<file path="src/rtl/stopwatch_ctrl.sv">
// stopwatch_ctrl: run/pause/lap/clear controller for a 4-digit BCD stopwatch.
// Synchronizes and debounces three push-buttons, divides clk to a count tick,
// and drives count-enable / clear strobes plus a lap display-hold flag.
module stopwatch_ctrl #(
  parameter int CLK_HZ          = 100_000_000,
  parameter int TICK_HZ         = 100,
  parameter int DEBOUNCE_CYCLES = 1_000_000
) (
  input  logic       clk,
  input  logic       reset,
  input  logic       btn_ss_raw,
  input  logic       btn_lap_raw,
  input  logic       btn_clr_raw,
  input  logic       cnt_max,
  output logic       cnt_en,
  output logic       cnt_clr,
  output logic       disp_hold,
  output logic [2:0] state,
  output logic       running
);

  localparam int DIV  = CLK_HZ / TICK_HZ;
  localparam int PS_W = $clog2(DIV);
  localparam int DB_W = $clog2(DEBOUNCE_CYCLES);
  localparam logic [PS_W-1:0] PS_LAST = PS_W'(DIV - 1);
  localparam logic [DB_W-1:0] DB_LAST = DB_W'(DEBOUNCE_CYCLES - 1);

  typedef enum logic [2:0] {
    ST_IDLE  = 3'd0,
    ST_RUN   = 3'd1,
    ST_PAUSE = 3'd2,
    ST_LAP   = 3'd3,
    ST_FULL  = 3'd4
  } state_t;

  // Button index: 0 = start/stop, 1 = lap, 2 = clear
  logic [2:0]      raw_s;
  logic [2:0]      sync1_r;
  logic [2:0]      sync2_r;
  logic [2:0]      level_r;
  logic [2:0]      level_d_r;
  logic [2:0]      press_r;
  logic [DB_W-1:0] db_cnt_r [3];

  state_t          state_r;
  state_t          next_state_s;
  logic [PS_W-1:0] presc_r;
  logic            tick_s;
  logic            sat_s;
  logic            ss_s;
  logic            lap_s;
  logic            clr_s;
  logic            cnt_en_s;
  logic            cnt_clr_s;
  logic            cnt_en_r;
  logic            cnt_clr_r;
  logic            disp_hold_r;
  logic            running_r;

  assign raw_s = {btn_clr_raw, btn_lap_raw, btn_ss_raw};

  // Synchronize, debounce and rising-edge detect each button
  always_ff @(posedge clk) begin
    if (reset) begin
      sync1_r   <= 3'b000;
      sync2_r   <= 3'b000;
      level_r   <= 3'b000;
      level_d_r <= 3'b000;
      press_r   <= 3'b000;
      for (int i = 0; i < 3; i++) begin
        db_cnt_r[i] <= {DB_W{1'b0}};
      end
    end else begin
      sync1_r   <= raw_s;
      sync2_r   <= sync1_r;
      level_d_r <= level_r;
      press_r   <= level_r & ~level_d_r;
      for (int i = 0; i < 3; i++) begin
        if (sync2_r[i] != level_r[i]) begin
          if (db_cnt_r[i] == DB_LAST) begin
            level_r[i]  <= sync2_r[i];
            db_cnt_r[i] <= {DB_W{1'b0}};
          end else begin
            db_cnt_r[i] <= db_cnt_r[i] + DB_W'(1);
          end
        end else begin
          db_cnt_r[i] <= {DB_W{1'b0}};
        end
      end
    end
  end

  // Clear beats start/stop beats lap; losers in the same cycle are dropped
  assign clr_s = press_r[2];
  assign ss_s  = press_r[0] & ~press_r[2];
  assign lap_s = press_r[1] & ~press_r[2] & ~press_r[0];

  assign tick_s = ((state_r == ST_RUN) || (state_r == ST_LAP)) && (presc_r == PS_LAST);
  assign sat_s  = tick_s & cnt_max;

  // Prescaler advances while counting, keeps its phase in PAUSE, zeroed otherwise
  always_ff @(posedge clk) begin
    if (reset) begin
      presc_r <= {PS_W{1'b0}};
    end else begin
      case (state_r)
        ST_RUN, ST_LAP: begin
          if (tick_s) begin
            presc_r <= {PS_W{1'b0}};
          end else begin
            presc_r <= presc_r + PS_W'(1);
          end
        end
        ST_PAUSE: presc_r <= presc_r;
        default:  presc_r <= {PS_W{1'b0}};
      endcase
    end
  end

  // State register
  always_ff @(posedge clk) begin
    if (reset) begin
      state_r <= ST_IDLE;
    end else begin
      state_r <= next_state_s;
    end
  end

  // Next-state logic; saturation outranks button presses while counting
  always_comb begin
    next_state_s = state_r;
    case (state_r)
      ST_IDLE: begin
        if (ss_s) next_state_s = ST_RUN;
        else      next_state_s = ST_IDLE;
      end
      ST_RUN: begin
        if (sat_s)      next_state_s = ST_FULL;
        else if (ss_s)  next_state_s = ST_PAUSE;
        else if (lap_s) next_state_s = ST_LAP;
        else            next_state_s = ST_RUN;
      end
      ST_LAP: begin
        if (sat_s)      next_state_s = ST_FULL;
        else if (ss_s)  next_state_s = ST_PAUSE;
        else if (lap_s) next_state_s = ST_RUN;
        else            next_state_s = ST_LAP;
      end
      ST_PAUSE: begin
        if (clr_s)     next_state_s = ST_IDLE;
        else if (ss_s) next_state_s = ST_RUN;
        else           next_state_s = ST_PAUSE;
      end
      ST_FULL: begin
        if (clr_s) next_state_s = ST_IDLE;
        else       next_state_s = ST_FULL;
      end
      default: next_state_s = ST_IDLE;
    endcase
  end

  // Output decode: count strobe on unsaturated ticks, clear strobe on honoured clear
  always_comb begin
    cnt_en_s  = tick_s & ~cnt_max;
    cnt_clr_s = 1'b0;
    case (state_r)
      ST_IDLE, ST_PAUSE, ST_FULL: cnt_clr_s = clr_s;
      default:                    cnt_clr_s = 1'b0;
    endcase
  end

  // Output registers, aligned with the state transition they belong to
  always_ff @(posedge clk) begin
    if (reset) begin
      cnt_en_r    <= 1'b0;
      cnt_clr_r   <= 1'b0;
      disp_hold_r <= 1'b0;
      running_r   <= 1'b0;
    end else begin
      cnt_en_r    <= cnt_en_s;
      cnt_clr_r   <= cnt_clr_s;
      disp_hold_r <= (next_state_s == ST_LAP);
      running_r   <= (next_state_s == ST_RUN) || (next_state_s == ST_LAP);
    end
  end

  assign cnt_en    = cnt_en_r;
  assign cnt_clr   = cnt_clr_r;
  assign disp_hold = disp_hold_r;
  assign running   = running_r;
  assign state     = state_r;

endmodule

</file>
<file path="config.mk">
export PLATFORM = sky130hd
export DESIGN_NAME = stopwatch_ctrl
export DESIGN_NICKNAME = d
export VERILOG_FILES = /design/src/rtl/stopwatch_ctrl.sv
export SDC_FILE = /design/constraint.sdc
export NUM_CORES = 1
export LEC_CHECK = 0
export ABC_AREA = 1
export CELL_PAD_IN_SITES_DETAIL_PLACEMENT = 0
export CELL_PAD_IN_SITES_GLOBAL_PLACEMENT = 1
export CORE_MARGIN = 2
export CORE_UTILIZATION = 45
export CTS_CLUSTER_SIZE = 40
export DETAILED_ROUTE_END_ITERATION = 16
export MAX_ROUTING_LAYER = met4
export PLACE_DENSITY_LB_ADDON = 0.3
export SLEW_MARGIN = 25
export SYNTH_ARGS = -nofsm -noshare
export SYNTH_HDL_FRONTEND = slang
export SYNTH_SLANG_ARGS = --single-unit
</file>
<file path="constraint.sdc">
create_clock -name clk -period 3.5 [get_ports clk]
set_input_delay 0.875 -clock clk [delete_from_list [all_inputs] [get_ports clk]]
set_output_delay 0.875 -clock clk [all_outputs]
set_load 0.005 [all_outputs]
</file>
# ---- Yosys cells after proc, flatten, opt, wreduce, memory -nomap -nowiden
# Memory sizes are Yosys's and may differ from the RTL's.
# Index checks and enable logic that the tools add are counted.
dict set report word_totals {
  register_bits 42
  latch_bits 0
  ram_bits 60
  romBits 0
  inputBits 6
  out_inout_bits 7
  wordCells 118
  memories 1
}
dict set report op_classes {
  addsub 4
  multipliers 0
  div_mod_pow 0
  order_cmp 0
  eq_ne 13
  shifts 0
  muxes 57
  bitwise 20
  n_reduce_logical 10
}
# name depth word_bits read_ports rd_ports_with_merged_regs write_ports line_no
set memory_table {}
lappend memory_table {db_cnt_r 3 20 3 0 3 43} ;# logic [DB_W-1:0] db_cnt_r [3];
# op n
set op_table {}
lappend op_table {{2-to-1 mux 20 bit} 10}
lappend op_table {{adder 20 x 1 -> 20 bit, second input constant} 4}
lappend op_table {{equality test 20 bit, second input constant} 4}
lappend op_table {{case mux 20 bit (2 select lines)} 1}
lappend op_table {{2-to-1 mux 1 bit} 36}
lappend op_table {{case mux 3 bit (5 select lines)} 1}
lappend op_table {{2-to-1 mux 2 bit} 6}
lappend op_table {{equality test 3 x 2 -> 1 bit, second input constant} 3}
lappend op_table {{2-to-1 mux 3 bit} 3}
lappend op_table {{OR 1 bit} 9}
lappend op_table {{equality test 3 x 1 -> 1 bit, second input constant} 2}
lappend op_table {{AND reduction 2 bit} 3}
lappend op_table {{AND 1 bit} 5}
lappend op_table {{inverter 1 bit} 4}
lappend op_table {{OR reduction 2 bit} 2}
lappend op_table {{AND 3 bit} 1}
lappend op_table {{equality test 3 bit, second input constant} 1}
lappend op_table {{zero test 3 bit} 1}
lappend op_table {{!= test 1 bit} 3}
lappend op_table {{inverter 3 bit} 1}
lappend op_table {{OR reduction 3 bit} 1}
lappend op_table {{logical OR 1 bit} 2}
lappend op_table {{logical AND 1 bit} 1}

# ---- Depth between registers and ports, before layout
dict set report depth {
  depth_word 9
  ltp_mapped 11
  depth_no_buf 11
}

# ---- Worst setup path after synthesis
# Ideal clock, no wire load.
dict set report synth_path {
  path_kind {input-to-reg}
  start {input reset}
  end {memory db_cnt_r[1][18] in the netlist's numbering, data pin}
  arrival_ns 1.651
  slack_ns 1.703
  cell_stages 6
  path_buffers 1
  cell_sequence {inv_1 o21ai_0 a21oi_1 nand2_2 buf_6 a21oi_1}
}
# item line_no
set synth_rtl {}
lappend synth_rtl {{start: declaration} 10} ;# input logic reset,
lappend synth_rtl {{end: declaration} 43}

==> results by stage <==
Power:
- The power consumption is 0.00241 W.
- IR analysis of the VDD net gives a maximum drop of 254 uV.
- In this run the power density over the cells is 383 mW/mm^2.
- For this design the static power due to leakage is 2.47 nW.

Finish:
- The final instance count without filler cells is 953.
- The area taken by flip-flops and latches is 0.00264 mm^2.
- For this run, the share of the core covered by cells in the final layout is 52.4%.
- The cell area after layout is 0.00629 mm^2.
- The share of layout cells above drive strength 1 is 5.09%.
- The area added between synthesis and finish is 13.8%.
- The area used by multi-input combinational logic is 0.00267 mm^2.
- The antenna cell count is 0.
- The final net count is 811.
- The number of fillers in the final layout is 1211.

Placed design:
- The area after detailed placement is 0.00600 mm^2.
- The count of buffers inserted at the top-level ports is 12.
- The half-perimeter wire length of the detailed placement result is 8320 um.
- The total placed cells including tap cells is 937.
- Routability-driven placement finished with a final weighted congestion of 0.857.

Routing:
- The final antenna-violating net count is 0.
- The routed layout has 4675 vias.
- The first routing iteration left 347 violations.
- After detailed routing, the number of remaining DRC violations is 0.
- In the final routed layout, each cell accounts on average for 11.7 um.
- The pre-antenna-repair detailed-routing pass consisted of 4 iterations.
- The average vias per placed instance is 4.91.
- The routed wire length is 11200 um.

Logic synthesis:
- The xor/xnor cell area share of the yosys netlist is 3.33%.
- The average cell area after synthesis is 7.61 um^2.
- Counting flops with a built-in enable in the synthesized netlist gives 60.
- Sorting the synthesized cells by how often they occur yields sky130_fd_sc_hd__nand2_1 (157), sky130_fd_sc_hd__nor2_1 (132), sky130_fd_sc_hd__inv_1 (98).
- The sequential fraction of the synthesis area is 47.8%.
- The mapped cell area is 0.00553 mm^2.
- The synthesized netlist contains 33 unique library cells.
- The share of synthesized flip-flops with an asynchronous set or reset is 0%.
- After synthesis, the share of cell area in mux cells is 0%.
- After synthesis the netlist holds a flip-flop and latch count of 102.
- The portion of synthesized cell area occupied by the leading cell type is 32.6%.
- The top cell type by total area after synthesis is sky130_fd_sc_hd__edfxtp_1.
- The combinational family with the most area after synthesis is simple AND/OR/NAND/NOR gates.
- The leading register cell type out of synthesis is sky130_fd_sc_hd__edfxtp_1.
- In the post-synthesis netlist, the biggest area contributors are sky130_fd_sc_hd__edfxtp_1 (33%), sky130_fd_sc_hd__dfxtp_1 (15%), sky130_fd_sc_hd__nand2_1 (11%).
- During synthesis, Yosys emitted a total of 0 warnings.
- The adder-cell area share of the yosys netlist is 0.905%.
- The share of the synthesized area in compound gates (AO/OA/AOI/OAI) is 5.43%.
- The synthesized-area fraction occupied by and/or/nand/nor cells is 34.5%.
- The cell count after synthesis is 727.
- The most common cell in the synthesized netlist is sky130_fd_sc_hd__nand2_1.

CTS:
- The number of cells upsized or downsized after cts is 0.
- The number of clock buffers added by TritonCTS is 9.
- In this run the post-CTS setup repair buffer count came out at 0.
- After clock tree synthesis, the clock-pin slew on the worst setup and hold paths is 0.07 ns.
- The cell at the root of the clock tree is sky130_fd_sc_hd__clkbuf_16.
- TritonCTS built the clock tree.
- The maximum buffer depth of the clock tree is 2.
- Clock tree synthesis found a total of 102 sinks.
- The deepest level of the CTS H-tree is 3.
- The quantity of hold-fixing buffers added after cts is 0.
- For the worst-skew pair, the clock arrives at the later sink with an insertion delay of 0.35 ns.

Die:
- The floorplan has 40 rows.
- The overall die width is 115 um.
- The core region is 0.0120 mm^2.
- The number of primary I/O pins is 13.
- For this configuration, the core starts out at a cell density of 46.0%.
- From bottom edge to top edge, the die measures 115 um.
- The area of the die is 0.0132 mm^2.

Run status:
- The run finished with clean final reports.

Global route:
- Across every metal layer, demand over resource in global routing totals 18.8%.
- The maximum number of pins on one net before global-route repair is 21.
- The via count of the first global-routing pass is 4328.
- Summed over all layers, the global routing overflow is 0.
- The initial antenna violation count is 0.
- The first global-routing pass estimated 19200 um of wire.

STA:
- At the pin with the least slew margin, the transition time is 0.687 ns.
- Setup repair after global routing left no endpoint under its margin.
- The post-route minimum period is 2.56 ns.
- The setup violation total in the final timing report is 0.
- The clock arrives with 0.00437 ns of skew.
- The worst relative slew slack is 54.1%.
- The maximum frequency from static timing analysis is 0.391 GHz.
- The number of endpoints with negative hold slack in the final report is 0.
- After routing, the total negative slack on setup checks comes to 0 ns.
- The number of pins with negative max-slew slack in the final report is 0.
- The part of the cycle the worst path needs is 73.2%.

Setup path:
- The critical path start-end classification is in2reg.
- STA classifies the critical path startpoint as an input port.
- The worst setup path is captured at a flop.
- At the worst endpoint, the arrival time is 2.72 ns.
- Along the worst path, the maximum fanout reaches 17.
- The worst path required time is 3.66 ns.
- The register-to-register setup slack is 1.32 ns.

Job:
- The tool flagged a number of max-cap violations equal to 0.

Worst hold path:
- In this run the worst hold path is classified as reg2reg.
critical path, stage by stage:
cell and delay (ns):
sky130_fd_sc_hd__clkdlybuf4s50_1 0.45, sky130_fd_sc_hd__inv_1 0.33, sky130_fd_sc_hd__o21ai_0 0.15, sky130_fd_sc_hd__a21oi_1 0.31, sky130_fd_sc_hd__nand2_2 0.29, sky130_fd_sc_hd__nor3b_1 0.32
cell families (layout without fill, tap and decap cells):
group           after synthesis  count (layout)
compound gates               58              58
xor+xnor                     21              21
fa+ha+maj                     4               4
buf+inv                     110             130
flops                       102             102
other cells                   1              60
simple gates                431             431
layer usage:
metal / routed length, um / track usage (%) / vias up
li1: - / - / 2453
met1: 5270 / 22.7 / 2153
met2: 5380 / 31.0 / 53
met3: 320 / 4.69 / 16
met4: 178 / 6.35 / 0
met5: 0 / - / -
metrics by stage:
step | hold slack [ns] | setup WS [ns]
floorplan | 0.373 | 1.70
global placement | 0.384 | 0.686
detailed placement | 0.386 | 0.574
CTS | 0.396 | 0.930
global route | 0.407 | 0.698
finish | 0.393 | 0.940
worst paths after layout:
kind / start / to / depth (start not counted)
setup / recovery: reset / db_cnt_r[1][17]$_SDFFCE_PP0P_ / 6
setup reg to reg: db_cnt_r[2][0]$_SDFFCE_PP0P_ / db_cnt_r[2][4]$_SDFFCE_PP0P_ / 8
hold / removal: level_d_r[0]$_SDFF_PP0_ / press_r[0]$_SDFF_PP0_ / 1
hold reg to reg: level_d_r[0]$_SDFF_PP0_ / press_r[0]$_SDFF_PP0_ / 1
sequential cells by signal, indices dropped and copies added (netlist names):
| register | cells |
|---|---|
| disp_hold | 1 |
| press_r | 3 |
| level_d_r | 3 |
| sync2_r | 3 |
| presc_r | 20 |
| cnt_en | 1 |
| state | 3 |
| running | 1 |
| sync1_r | 3 |
| db_cnt_r | 60 |
| level_r | 3 |
| cnt_clr | 1 |
where the power goes:
group | switching (W) | internal (W)
sequential | 0.0000298 | 0.00130
clock | 0.000445 | 0.000546
combinational | 0.0000587 | 0.0000280
total | 0.000533 | 0.00188
cell type report:
class	count	area share [%]
inverter	101	6.02
sequential	102	42.0
timing repair buffer	13	2.03
tap	147	2.92
clock buffer	12	4.25
multi-input combinational	574	42.4
clock inverter	4	0.437
cells in the final DEF, fill, tap and decap left out:
cell                              instances
sky130_fd_sc_hd__nand2_1                157
sky130_fd_sc_hd__nor2_1                 132
sky130_fd_sc_hd__inv_1                   98
sky130_fd_sc_hd__edfxtp_1                60
sky130_fd_sc_hd__conb_1                  60
sky130_fd_sc_hd__nand3_1                 45
sky130_fd_sc_hd__dfxtp_1                 42
sky130_fd_sc_hd__nor3_1                  41
sky130_fd_sc_hd__a21oi_1                 36
sky130_fd_sc_hd__nand4_1                 22
sky130_fd_sc_hd__o21ai_0                 16
sky130_fd_sc_hd__xor2_1                  16
sky130_fd_sc_hd__clkdlybuf4s50_1         12
sky130_fd_sc_hd__clkbuf_16               10
sky130_fd_sc_hd__nor2_2                   6
sky130_fd_sc_hd__xnor2_1                  5
sky130_fd_sc_hd__nor3b_1                  5
sky130_fd_sc_hd__or2_2                    5
sky130_fd_sc_hd__nand3b_1                 4
sky130_fd_sc_hd__nand2_2                  4
sky130_fd_sc_hd__ha_1                     4
sky130_fd_sc_hd__a31oi_1                  3
sky130_fd_sc_hd__inv_2                    3
sky130_fd_sc_hd__nor4_1                   3
sky130_fd_sc_hd__nor2_4                   2
sky130_fd_sc_hd__nand3_2                  2
sky130_fd_sc_hd__nor3_2                   2
sky130_fd_sc_hd__nand2_4                  1
sky130_fd_sc_hd__o21bai_1                 1
sky130_fd_sc_hd__o22ai_1                  1
sky130_fd_sc_hd__o211ai_1                 1
sky130_fd_sc_hd__clkbuf_8                 1
sky130_fd_sc_hd__clkinv_2                 1
sky130_fd_sc_hd__clkbuf_1                 1
sky130_fd_sc_hd__inv_4                    1
sky130_fd_sc_hd__clkinv_4                 1
sky130_fd_sc_hd__clkinvlp_4               1
sky130_fd_sc_hd__buf_4                    1
Note: power is estimated with default switching activity, not from simulation.
